File: config.mk
export PLATFORM = sky130hd
export DESIGN_NAME = time_set_controller
export DESIGN_NICKNAME = d
export VERILOG_FILES = /design/src/rtl/time_set_controller.sv
export SDC_FILE = /design/constraint.sdc
export NUM_CORES = 1
export LEC_CHECK = 0
export BUFFER_PORTS_ARGS = -buffer_cell sky130_fd_sc_hd__buf_2
export CAP_MARGIN = 0
export CORE_MARGIN = 2
export CORE_UTILIZATION = 60
export DETAILED_ROUTE_END_ITERATION = 7
export PLACE_DENSITY = 0.83
export SLEW_MARGIN = 20
export SYNTH_ARGS = -nofsm -noshare
export SYNTH_HDL_FRONTEND = slang
export SYNTH_SLANG_ARGS = --single-unit
File: constraint.sdc
create_clock -name clk -period 3.3 [get_ports clk]
set_clock_uncertainty 0.05 [all_clocks]
set_input_delay 0.495 -clock clk [delete_from_list [all_inputs] [get_ports clk]]
set_output_delay 0.495 -clock clk [all_outputs]
set_load 0.02 [all_outputs]
File: src/rtl/time_set_controller.sv
// time_set_controller
//   MM:SS time source for a 4-digit seven-segment display mux.
//   - Time runs on a 1 Hz enable.
//   - Two debounced pushbuttons select a set mode and increment the selected field.
//   - A per-digit blank mask blinks the field being edited.
// Ports
//   clk       system clock, rising edge
//   reset     asynchronous active-low reset
//   tick_1hz  one-clk enable pulse per second
//   btn_mode  raw mode button (async, active-high)
//   btn_inc   raw increment button (async, active-high)
//   m1/m2     minutes tens (0-5) / units (0-9)
//   s1/s2     seconds tens (0-5) / units (0-9)
//   blank     1 = blank digit; bit0=s2, bit1=s1, bit2=m2, bit3=m1
//   mode      0=RUN, 1=SET_MIN, 2=SET_SEC
module time_set_controller #(
  parameter int unsigned DEBOUNCE_CYCLES = 1000000,
  parameter int unsigned BLINK_CYCLES    = 25000000
) (
  input  logic       clk,
  input  logic       reset,
  input  logic       tick_1hz,
  input  logic       btn_mode,
  input  logic       btn_inc,
  output logic [2:0] m1,
  output logic [3:0] m2,
  output logic [2:0] s1,
  output logic [3:0] s2,
  output logic [3:0] blank,
  output logic [1:0] mode
);

  localparam logic [1:0] StRun    = 2'd0;
  localparam logic [1:0] StSetMin = 2'd1;
  localparam logic [1:0] StSetSec = 2'd2;

  localparam int unsigned DbW = (DEBOUNCE_CYCLES > 1) ? $clog2(DEBOUNCE_CYCLES) : 1;
  localparam int unsigned BlW = (BLINK_CYCLES > 1) ? $clog2(BLINK_CYCLES) : 1;
  localparam logic [DbW-1:0] DbMax = DbW'(DEBOUNCE_CYCLES - 1);
  localparam logic [BlW-1:0] BlMax = BlW'(BLINK_CYCLES - 1);

  // Button index 0 = mode, 1 = inc.
  logic [1:0]     btn_raw;
  logic [1:0]     sync1_q, sync2_q;
  logic [1:0]     stable_q, stable_d;
  logic [DbW-1:0] db_cnt_q [2];
  logic [DbW-1:0] db_cnt_d [2];
  logic [1:0]     press;

  assign btn_raw = {btn_inc, btn_mode};

  always_comb begin
    for (int i = 0; i < 2; i++) begin
      stable_d[i] = stable_q[i];
      db_cnt_d[i] = db_cnt_q[i];
      press[i]    = 1'b0;
      if (sync2_q[i] == stable_q[i]) begin
        db_cnt_d[i] = '0;
      end else if (db_cnt_q[i] == DbMax) begin
        stable_d[i] = sync2_q[i];
        db_cnt_d[i] = '0;
        // Pulse only on an accepted rising level; releases are silent.
        press[i]    = sync2_q[i];
      end else begin
        db_cnt_d[i] = db_cnt_q[i] + 1'b1;
      end
    end
  end

  logic           mode_press, inc_press;
  logic [1:0]     mode_q, mode_d;
  logic [2:0]     m1_q, m1_d, s1_q, s1_d;
  logic [3:0]     m2_q, m2_d, s2_q, s2_d;
  logic [BlW-1:0] bl_cnt_q, bl_cnt_d;
  logic           ph_q, ph_d;
  logic [3:0]     blank_q, blank_d;
  logic           do_tick, step_sec, step_min, sec_carry;

  assign mode_press = press[0];
  assign inc_press  = press[1];

  always_comb begin
    unique case (mode_q)
      StRun:    mode_d = mode_press ? StSetMin : StRun;
      StSetMin: mode_d = mode_press ? StSetSec : StSetMin;
      StSetSec: mode_d = mode_press ? StRun : StSetSec;
      default:  mode_d = StRun;
    endcase
  end

  always_comb begin
    m1_d      = m1_q;
    m2_d      = m2_q;
    s1_d      = s1_q;
    s2_d      = s2_q;
    sec_carry = 1'b0;
    do_tick   = (mode_q == StRun) && tick_1hz;
    // A mode press in the same clk wins over an increment press.
    step_sec  = do_tick || ((mode_q == StSetSec) && inc_press && !mode_press);
    if (step_sec) begin
      if (s2_q >= 4'd9) begin
        s2_d = 4'd0;
        if (s1_q >= 3'd5) begin
          s1_d      = 3'd0;
          sec_carry = 1'b1;
        end else begin
          s1_d = s1_q + 3'd1;
        end
      end else begin
        s2_d = s2_q + 4'd1;
      end
    end
    // Only the running clock carries seconds into minutes.
    step_min = (do_tick && sec_carry) || ((mode_q == StSetMin) && inc_press && !mode_press);
    if (step_min) begin
      if (m2_q >= 4'd9) begin
        m2_d = 4'd0;
        m1_d = (m1_q >= 3'd5) ? 3'd0 : m1_q + 3'd1;
      end else begin
        m2_d = m2_q + 4'd1;
      end
    end
  end

  always_comb begin
    bl_cnt_d = bl_cnt_q;
    ph_d     = ph_q;
    if (mode_d == StRun || mode_d != mode_q) begin
      // Every set mode starts with the field visible.
      bl_cnt_d = '0;
      ph_d     = 1'b0;
    end else if (bl_cnt_q == BlMax) begin
      bl_cnt_d = '0;
      ph_d     = ~ph_q;
    end else begin
      bl_cnt_d = bl_cnt_q + 1'b1;
    end
    unique case (mode_d)
      StSetMin: blank_d = {ph_d, ph_d, 2'b00};
      StSetSec: blank_d = {2'b00, ph_d, ph_d};
      default:  blank_d = 4'b0000;
    endcase
  end

  always_ff @(posedge clk or negedge reset) begin
    if (!reset) begin
      sync1_q  <= '0;
      sync2_q  <= '0;
      stable_q <= '0;
      for (int i = 0; i < 2; i++) db_cnt_q[i] <= '0;
      mode_q   <= StRun;
      m1_q     <= '0;
      m2_q     <= '0;
      s1_q     <= '0;
      s2_q     <= '0;
      bl_cnt_q <= '0;
      ph_q     <= 1'b0;
      blank_q  <= '0;
    end else begin
      sync1_q  <= btn_raw;
      sync2_q  <= sync1_q;
      stable_q <= stable_d;
      for (int i = 0; i < 2; i++) db_cnt_q[i] <= db_cnt_d[i];
      mode_q   <= mode_d;
      m1_q     <= m1_d;
      m2_q     <= m2_d;
      s1_q     <= s1_d;
      s2_q     <= s2_d;
      bl_cnt_q <= bl_cnt_d;
      ph_q     <= ph_d;
      blank_q  <= blank_d;
    end
  end

  assign m1    = m1_q;
  assign m2    = m2_q;
  assign s1    = s1_q;
  assign s2    = s2_q;
  assign blank = blank_q;
  assign mode  = mode_q;

endmodule

==> out/qor.yml, run 1 <==
status:
  outcome: "finished clean"
critical_path:
  crit_chain: "nor4b_2 > nand4b_2 > or2_2 > xor2_1 > or2_2 > ha_1 > a21oi_1 > o21ai_1 > or2_2 > nor2_1"
  cp.required_ns: 3.52
  worst-setup-path-type: "reg -> reg"
  cpMostUsedCell: "or2_2"
  worstSetupStartpoint: "db_cnt_q[30]"
  rr_startpoint: "db_cnt_q[30]"
  crit_path_start_kind: "flop"
  crit_end: "bl_cnt_q[22]"
  reg2reg_slack_ns: 0.26
  r2r_end: "bl_cnt_q[22]"
  cpPeakStageDelay_ns: 0.53
  reg2regPathDepth: 10
  path_max_fanout: 25
  arrival_ns: 3.27
  cp-end-kind: "flop"
  cpMaxStageDelayCell: "or2_2"
floorplan:
  die_area_um2: 8410
  num_rows: 31
  coreArea_um2: 7330
  start_util_pct: 62.9
  ioPinCount: 25
  die_w_um: 91.7
  die_h_um: 91.7
layout:
  area_growth_pct: 8.19
  antennaDiodeCount: 0
  utilization_pct: 68.1
  layout-drive-gt1-share_pct: 12.9
  layout.nets: 505
  layout_common_cells: "90 x dfrtp_1, 85 x nor2_1, 39 x xor2_1, 28 x nand2_1, 23 x buf_2"
  final_common_cell: "dfrtp_1"
  final_cell_area_um2: 4990
cts:
  cts.sinks: 90
  path_clk_slew_ns: 0.09
  cts_tree: "done"
  cts_setup_buffers: 0
  cts-buffers-inserted: 9
  h-tree-depth: 3
  clockBufferDepth: 2
  insertion_delay_ns: 0.36
  cts_root_buf: "clkbuf_8"
synthesis:
  yosysTopAreaCellShare_pct: 48.8
  synth_area_leaders: "dfrtp_1 49%, xor2_1 7.4%, nor2_1 6.9%"
  synth-edff-count: 0
  ys.flop_type: "dfrtp_1"
  postSynthAreaPerCell_um2: 10.1
  ys_warn_count: 0
  syn_inst: 457
  synthDistinctLibCells: 59
  synth_top_area_cell: "dfrtp_1"
  synth_seq_cells: 90
  syn-num-nets: 478
  async_flop_share_pct: 100
  syn_area_um2: 4610
  ys_seq_area_share_pct: 48.8
sta:
  slew_viol_final: 0
  rsz0062_at_grt: "false"
  finalHoldViolations: 0
  final.setup.tns_ns: 0
  max_freq_mhz: 328
  finalSetupViolations: 0
  worst_pin_slew_ns: 0.873
  fin_crit_ns: 3.04
  finalCritPeriodShare_pct: 92.3
  slew-limit-headroom_pct: 41.3
  whs_ns: 0.154
routing:
  highest_layer: "met4"
  dr_wl_met2_mm: 4.20
  routed_via_density: 5.61
  drt-initial-drc-count: 129
  routedWlPerCell_um: 14.3
  drtAntennaViolNets: 0
  wl_met1_mm: 3.88
  drt-total-wl_mm: 8.44
  drc: 0
  via_count: 3297
  drtPass1Iterations: 4
  met3_length_um: 280
job:
  drv_cap: 0
place:
  io_buffers: 24
  place_congestion: 0.779
  place_area_um2: 4800
  dp_hpwl_mm: 5.63
worst_hold_path:
  hold_path.class: "in -> async"
pwr:
  p_leak_nw: 2.23
  ir_drop_v: 0.000259
  powerDensity_nw_per_um2: 474
global_route:
  grt_max_degree: 91
  gr-usage-all-layers_pct: 21.6
  grt_pass1_wl_mm: 14.8
  grt_pass1_vias: 3270
  gr-total-overflow: 0
  antenna_found_initial: 0
## worst max-delay path, delay by kind of cell (launching register included)
kind	cells	cell delay [ns]
AND/OR/NAND/NOR	6	1.87
flip-flops	1	0.43
AO/OA/AOI/OAI	2	0.25
adder cells (fa/ha/maj)	1	0.20
XOR/XNOR	1	0.17
## power breakdown
group | switching [mW] | internal, mW
Sequential | 0.0810 | 1.16
Clock | 0.376 | 0.353
Combinational | 0.244 | 0.150
## state kept, by name (all words and copies together), names as in the netlist, 3 cells and up
register / count
db_cnt_q: 40
bl_cnt_q: 25
m2: 4
s2: 4
m1: 3
s1: 3
## per-layer routing
metal / GRT usage (%) / vias to the layer above
li1: - / 1610
met1: 28.1 / 1625
met2: 36.6 / 56
met3: 4.44 / 6
met4: 6.72 / 0
met5: 0 / -
## layout make-up
cell class / instances / area [um2]
Fill cell: 533 / 2340
Sequential cell: 90 / 2250
Multi-Input combinational cell: 339 / 2210
Timing Repair Buffer: 28 / 156
Clock buffer: 12 / 135
Tap cell: 99 / 124
Inverter: 16 / 60.1
Clock inverter: 4 / 51.3
## cells in the mapped netlist (all sizes together), types with 2 or more instances
library cell  count
nor2b             7
o21ai            12
inv              16
and3              8
nand3            22
clkbuf            5
nor4b             4
nand4            18
nand2            28
and2              4
o211a             2
a21oi             7
xnor2            21
or3               4
and4              7
mux2              5
nor2             85
o21a              2
mux2i             3
o31ai             2
buf               7
nand3b            2
or2               4
nor3             12
o211ai            3
o2bb2ai           2
nand2b            2
ha               16
nor4              5
a211oi            2
xor2             39
dfrtp            90
## worst min path at each step
stage                               to  startpoint  cells past startpoint
final                     db_cnt_q[36]       reset                      1
after global routing        sync1_q[1]     btn_inc                      1
after CTS                   sync1_q[1]     btn_inc                      1
after detailed placement    sync2_q[1]  sync1_q[1]                      0
after global placement      sync2_q[1]  sync1_q[1]                      0
after floorplan            bl_cnt_q[0]       reset                      0
## cell families after synthesis
family | Yosys count | synth area share [%]
AOI/OAI and AO/OA | 37 | 5.48
xor gates and xnor gates | 60 | 11.4
adders and majority gates | 16 | 4.34
buffers and inverters | 28 | 3.23
DFF | 90 | 48.8
muxes | 8 | 1.87
and+or+nand+nor | 218 | 24.9
## through the flow
step | total power, mW | std cells | setup WS [ns]
CTS | 2.39 | 588 | 0.144
global placement | 1.63 | 572 | 0.308
global route | 2.49 | 588 | 0.0492
floorplan | 1.52 | 457 | 0.461
detailed placement | 1.66 | 572 | 0.180
finish | 2.37 | 588 | 0.255
## repair_timing
action	in CTS	in global routing
hold buffers	0	0
endpoints found under the setup margin	0	25
gates resized for setup	0	1
(Power assumes the default switching activity.)
==> run 2, diff against run 1 <==
--- a/config.mk
+++ b/config.mk
@@ -10,6 +10,7 @@
 export CORE_MARGIN = 2
 export CORE_UTILIZATION = 60
 export DETAILED_ROUTE_END_ITERATION = 7
+export MAX_ROUTING_LAYER = met4
 export PLACE_DENSITY = 0.83
 export SLEW_MARGIN = 20
 export SYNTH_ARGS = -nofsm -noshare
==> out/qor.yml, run 2 (synthesized netlist as in run 1, its figures left out) <==
job:
  drv_cap: 0  # unchanged
routing:
  drtAntennaViolNets: 0  # unchanged
  wl_met1_mm: 3.94  # was 3.88 mm
  routed_via_density: 5.59  # was 5.61
  highest_layer: "met4"  # unchanged
  routedWlPerCell_um: 14.4  # was 14.3 um
  drt-initial-drc-count: 140  # was 129
  via_count: 3285  # was 3297
  drt-total-wl_mm: 8.48  # was 8.44 mm
  drc: 0  # unchanged
  met3_length_um: 260  # was 280 um
  dr_wl_met2_mm: 4.19  # was 4.20 mm
  drtPass1Iterations: 4  # unchanged
worst_hold_path:
  hold_path.class: "in -> async"  # unchanged
cts:
  cts_setup_buffers: 0  # unchanged
  cts.sinks: 90  # unchanged
  clockBufferDepth: 2  # unchanged
  cts_tree: "done"  # unchanged
  path_clk_slew_ns: 0.09  # about the same
  h-tree-depth: 3  # unchanged
  insertion_delay_ns: 0.36  # about the same
  cts_root_buf: "clkbuf_8"  # unchanged
  cts-buffers-inserted: 9  # unchanged
global_route:
  grt_pass1_vias: 3260  # was 3270
  antenna_found_initial: 0  # unchanged
  grt_pass1_wl_mm: 14.8  # about the same
  grt_max_degree: 91  # unchanged
  gr-usage-all-layers_pct: 22.2  # was 21.6%
  gr-total-overflow: 0  # unchanged
place:
  io_buffers: 24  # unchanged
  place_congestion: 0.790  # was 0.779
  dp_hpwl_mm: 5.63  # unchanged
  place_area_um2: 4800  # unchanged
sta:
  fin_crit_ns: 3.05  # was 3.04 ns
  rsz0062_at_grt: "false"  # unchanged
  finalSetupViolations: 0  # unchanged
  slew-limit-headroom_pct: 41.8  # was 41.3%
  finalHoldViolations: 0  # unchanged
  final.setup.tns_ns: 0  # unchanged
  slew_viol_final: 0  # unchanged
  max_freq_mhz: 328  # about the same
  finalCritPeriodShare_pct: 92.3  # about the same
  worst_pin_slew_ns: 0.866  # was 0.873 ns
layout:
  final_common_cell: "dfrtp_1"  # unchanged
  layout_common_cells: "90 x dfrtp_1, 85 x nor2_1, 39 x xor2_1, 28 x nand2_1, 23 x buf_2"  # unchanged
  largest-register: "db_cnt_q"  # unchanged
  nFillCells: 533  # unchanged
  layout-drive-gt1-share_pct: 12.9  # unchanged
  area_growth_pct: 8.19  # unchanged
  layout.nets: 505  # unchanged
  largest_register_ff_count: 40  # unchanged
  antennaDiodeCount: 0  # unchanged
  reg_top3: "db_cnt_q (40), bl_cnt_q (25)"  # unchanged
  multi_input_area_um2: 2210  # unchanged
  utilization_pct: 68.1  # unchanged
  final_cell_area_um2: 4990  # unchanged
  seq_area_um2: 2250  # unchanged
pwr:
  seq_power_share_pct: 52.5  # was 52.6%
  powerDensity_nw_per_um2: 475  # was 474 nW/um2
  p_leak_nw: 2.23  # unchanged
  ir_drop_v: 0.000259  # about the same
  p_int_mw: 1.67  # about the same
  finalPower_mw: 2.37  # about the same
  p_sw_uw: 702  # was 701 uW
  pwr-share-clk_pct: 30.9  # was 30.8%
  switching_share_pct: 29.6  # about the same
  p_comb_share_pct: 16.6  # about the same
floorplan:
  coreArea_um2: 7330  # unchanged
  die_w_um: 91.7  # unchanged
  ioPinCount: 25  # unchanged
  die_h_um: 91.7  # unchanged
  die_area_um2: 8410  # unchanged
  num_rows: 31  # unchanged
  start_util_pct: 62.9  # unchanged
critical_path:
  crit_path_start_kind: "flop"  # unchanged
  crit_chain: "nor4b_2 > nand4b_2 > or2_2 > xor2_1 > or2_2 > ha_1 > a21oi_1 > o21ai_1 > or2_2 > nor2_1"  # unchanged
  cpMaxStageDelayCell: "or2_2"  # unchanged
  cpPeakStageDelay_ns: 0.53  # about the same
  cp-end-kind: "flop"  # unchanged
  worst-setup-path-type: "reg -> reg"  # unchanged
  cp.required_ns: 3.53  # was 3.52 ns
  arrival_ns: 3.27  # about the same
  cpMostUsedCell: "or2_2"  # unchanged
  path_max_fanout: 25  # unchanged
status:
  outcome: "finished clean"  # unchanged
-- run 2: power by group through the flow --
stage,Sequential (mW),Combinational (mW),Clock (mW)
after floorplan,1.32,0.202,0
after global placement,1.26,0.370,0
after detailed placement,1.27,0.394,0
after CTS,1.24,0.398,0.750
after global routing,1.26,0.436,0.797
final,1.24,0.394,0.731
-- run 2: layout make-up --
class	count	share of cell area (%)
timing repair buffer	28	3.13
tap	99	2.48
inverter	16	1.20
clock inverter	4	1.03
clock buffer	12	2.71
multi-input combinational	339	44.3
sequential	90	45.1
-- run 2: path summary, 6_finish.rpt --
path                               from            to  slack (ns)  cells past startpoint
setup / recovery           db_cnt_q[30]  bl_cnt_q[22]        0.25                     10
hold / removal                    reset  db_cnt_q[36]        0.15                      1
setup reg to reg           db_cnt_q[30]  bl_cnt_q[22]        0.25                     10
hold reg to reg              sync1_q[1]    sync2_q[1]        0.32                      0
max in group asynchronous         reset  bl_cnt_q[17]        2.52                      1
min in group clk                btn_inc    sync1_q[1]        0.19                      1
-- run 2: metrics by stage --
stage	instances	worst slack [ns]	hold WS (ns)
after detailed placement	572	0.180	0.298
final	588	0.255	0.152
after CTS	588	0.144	0.172
after global routing	588	0.0494	0.174
after floorplan	457	0.461	0.149
after global placement	572	0.308	0.290
-- run 2: routing by layer --
metal	global-route usage (%)	vias to the layer above
met1	28.2	1619
met2	36.6	46
met5	-	-
li1	-	1612
met3	4.93	8
met4	5.97	0
-- run 2: timing repair --
action                                  CTS  global route
resized for setup                         0             1
endpoints found under the setup margin    0            25
hold buffers                              0             0
-- run 2: critical path, delay by kind of cell (launching register included) --
| family | cells | cell delay [ns] |
|---|---|---|
| AND/OR/NAND/NOR | 6 | 1.86 |
| flip-flops | 1 | 0.43 |
| AO/OA/AOI/OAI | 2 | 0.24 |
| adder cells (fa/ha/maj) | 1 | 0.20 |
| XOR/XNOR | 1 | 0.17 |
==> run 3, diff against run 2 <==
==> constraint.sdc (replaced) <==
create_clock -name clk -period 3.43 [get_ports clk]
set_clock_uncertainty 0.05 [all_clocks]
set_input_delay 0 -clock clk [delete_from_list [all_inputs] [get_ports clk]]
set_output_delay 0 -clock clk [all_outputs]
set_load 0.02 [all_outputs]
==> out/qor.yml, run 3 (synthesized netlist as in run 1, its figures left out) <==
status:
  outcome: "finished clean"  # unchanged
layout:
  layout.nets: 507  # was 505
  largest_register_ff_count: 40  # unchanged
  reg_top3: "db_cnt_q (40), bl_cnt_q (25)"  # unchanged
  antennaDiodeCount: 0  # unchanged
  final_cell_area_um2: 5010  # was 4990 um2
  layout-drive-gt1-share_pct: 13.1  # was 12.9%
  final_common_cell: "dfrtp_1"  # unchanged
  largest-register: "db_cnt_q"  # unchanged
  utilization_pct: 68.4  # was 68.1%
  area_growth_pct: 8.68  # was 8.19%
  layout_common_cells: "90 x dfrtp_1, 85 x nor2_1, 39 x xor2_1, 28 x nand2_1, 23 x buf_2"  # unchanged
routing:
  drt-total-wl_mm: 8.48  # about the same
  routedWlPerCell_um: 14.4  # about the same
  drc: 0  # unchanged
  drt-initial-drc-count: 200  # was 140
  drtAntennaViolNets: 0  # unchanged
  drtPass1Iterations: 4  # unchanged
  via_count: 3338  # was 3285
  routed_via_density: 5.67  # was 5.59
floorplan:
  die_h_um: 91.7  # unchanged
  die_w_um: 91.7  # unchanged
  coreArea_um2: 7330  # unchanged
  start_util_pct: 62.9  # unchanged
  die_area_um2: 8410  # unchanged
  num_rows: 31  # unchanged
  ioPinCount: 25  # unchanged
cts:
  cts_tree: "done"  # unchanged
  cts_root_buf: "clkbuf_8"  # unchanged
  cts.sinks: 90  # unchanged
  cts_setup_buffers: 0  # unchanged
  insertion_delay_ns: 0.36  # about the same
  cts-buffers-inserted: 9  # unchanged
  path_clk_slew_ns: 0.09  # about the same
  clockBufferDepth: 2  # unchanged
  h-tree-depth: 3  # unchanged
sta:
  finalHoldViolations: 0  # unchanged
  finalCritPeriodShare_pct: 93.3  # was 92.3%
  setup_slack_ns: 0.231  # was 0.255 ns
  slew_viol_final: 0  # unchanged
  finalSetupViolations: 0  # unchanged
  max_freq_mhz: 313  # was 328 MHz
  slew-limit-headroom_pct: 40.8  # was 41.8%
  fin_crit_ns: 3.20  # was 3.05 ns
  worst_pin_slew_ns: 0.887  # was 0.866 ns
  final.setup.tns_ns: 0  # unchanged
  rsz0062_at_grt: "false"  # unchanged
global_route:
  grt_pass1_vias: 3169  # was 3260
  grt_max_degree: 71  # was 91
  grt_pass1_wl_mm: 14.5  # was 14.8 mm
  gr-total-overflow: 0  # unchanged
  gr-usage-all-layers_pct: 22.2  # about the same
  antenna_found_initial: 0  # unchanged
critical_path:
  cp-end-kind: "flop"  # unchanged
  arrival_ns: 3.43  # was 3.27 ns
  rr_startpoint: "db_cnt_q[30]"  # unchanged
  r2r_end: "bl_cnt_q[15]"  # was bl_cnt_q[22]
  reg2regPathDepth: 10  # unchanged
  reg2reg_slack_ns: 0.23  # was 0.25 ns
  crit_path_start_kind: "flop"  # unchanged
  path_max_fanout: 25  # unchanged
  worst-setup-path-type: "reg -> reg"  # unchanged
  cp.required_ns: 3.66  # was 3.53 ns
worst_hold_path:
  hold_path.class: "in -> reg"  # was in -> async
  holdPathStages: 4
  hold_path_end: "s2[3]"
  min-delay-start: "tick_1hz"
place:
  place_congestion: 0.793  # was 0.790
  place_area_um2: 4790  # was 4800 um2
  io_buffers: 24  # unchanged
  dp_hpwl_mm: 5.82  # was 5.63 mm
  pre_cts_slack_ns: 0.166  # was 0.180 ns
pwr:
  p_leak_nw: 2.24  # was 2.23 nW
  powerDensity_nw_per_um2: 452  # was 475 nW/um2
  finalPower_mw: 2.27  # was 2.37 mW
  ir_drop_v: 0.000215  # was 0.000259 V
job:
  drv_cap: 0  # unchanged
[run 3: changes by cell type in the layout (fill, tap and decap cells not counted), sizes merged]
| cell | delta |
|---|---|
| clkinv | +2 |
| dlygate4sd3 | +3 |
| clkbuf | -2 |
| buf | -1 |
| inv | -1 |
[run 3: how the worst max path moves through the flow]
stage                       from           end  slack (ns)  depth (start not counted)
floorplan           db_cnt_q[30]  bl_cnt_q[13]        0.59                         12
global route        db_cnt_q[30]   bl_cnt_q[8]       0.008                         10
detailed placement  db_cnt_q[30]  bl_cnt_q[23]        0.17                         10
finish              db_cnt_q[30]  bl_cnt_q[15]        0.23                         10
global placement    db_cnt_q[30]  bl_cnt_q[19]        0.33                         10
CTS                 db_cnt_q[30]  bl_cnt_q[24]        0.15                         10
[run 3: critical path: stages, from the launching register on]
cell	delay, ns
dfrtp_1	0.44
nor4b_2	0.38
nand4b_2	0.24
or2_2	0.37
xor2_1	0.17
or2_2	0.32
ha_1	0.20
a21oi_1	0.11
o21ai_1	0.14
or2_2	0.52
nor2_1	0.19
[run 3: through the flow]
stage	hold slack (ns)	cells
6_report	0.0606	589
5_1_grt	0.0808	589
4_1_cts	0.0530	589
3_5_place_dp	0.0620	571
3_3_place_gp	0.0590	571
2_1_floorplan	-0.346	457
[run 3: per-layer routing]
layer	up-vias	GRT usage [%]	routed length, um	share of wire [%]
met5	-	-	0	0
met4	0	10.2	177	2.1
met3	14	2.96	287	3.4
met2	73	34.4	4120	49
met1	1633	29.4	3890	46
li1	1618	-	-	-
[run 3: repair_timing]
item | in CTS | in global routing
endpoints found under the setup margin | 0 | 25
gates resized for setup | 0 | 1
hold buffers | 3 | 0
hold endpoints to repair | 71 | 0
[run 3: final cells by class]
type / instances / area, um2
Multi-Input combinational cell: 339 / 2220
Sequential cell: 90 / 2250
Inverter: 16 / 60.1
Timing Repair Buffer: 30 / 175
Clock buffer: 10 / 128
Fill cell: 549 / 2320
Tap cell: 99 / 124
Clock inverter: 5 / 56.3
[run 3: report_power, final]
group	leakage (nW)	switching [mW]	internal [mW]
Combinational	0.916	0.225	0.147
Sequential	1.23	0.0756	1.12
Clock	0.0921	0.367	0.332
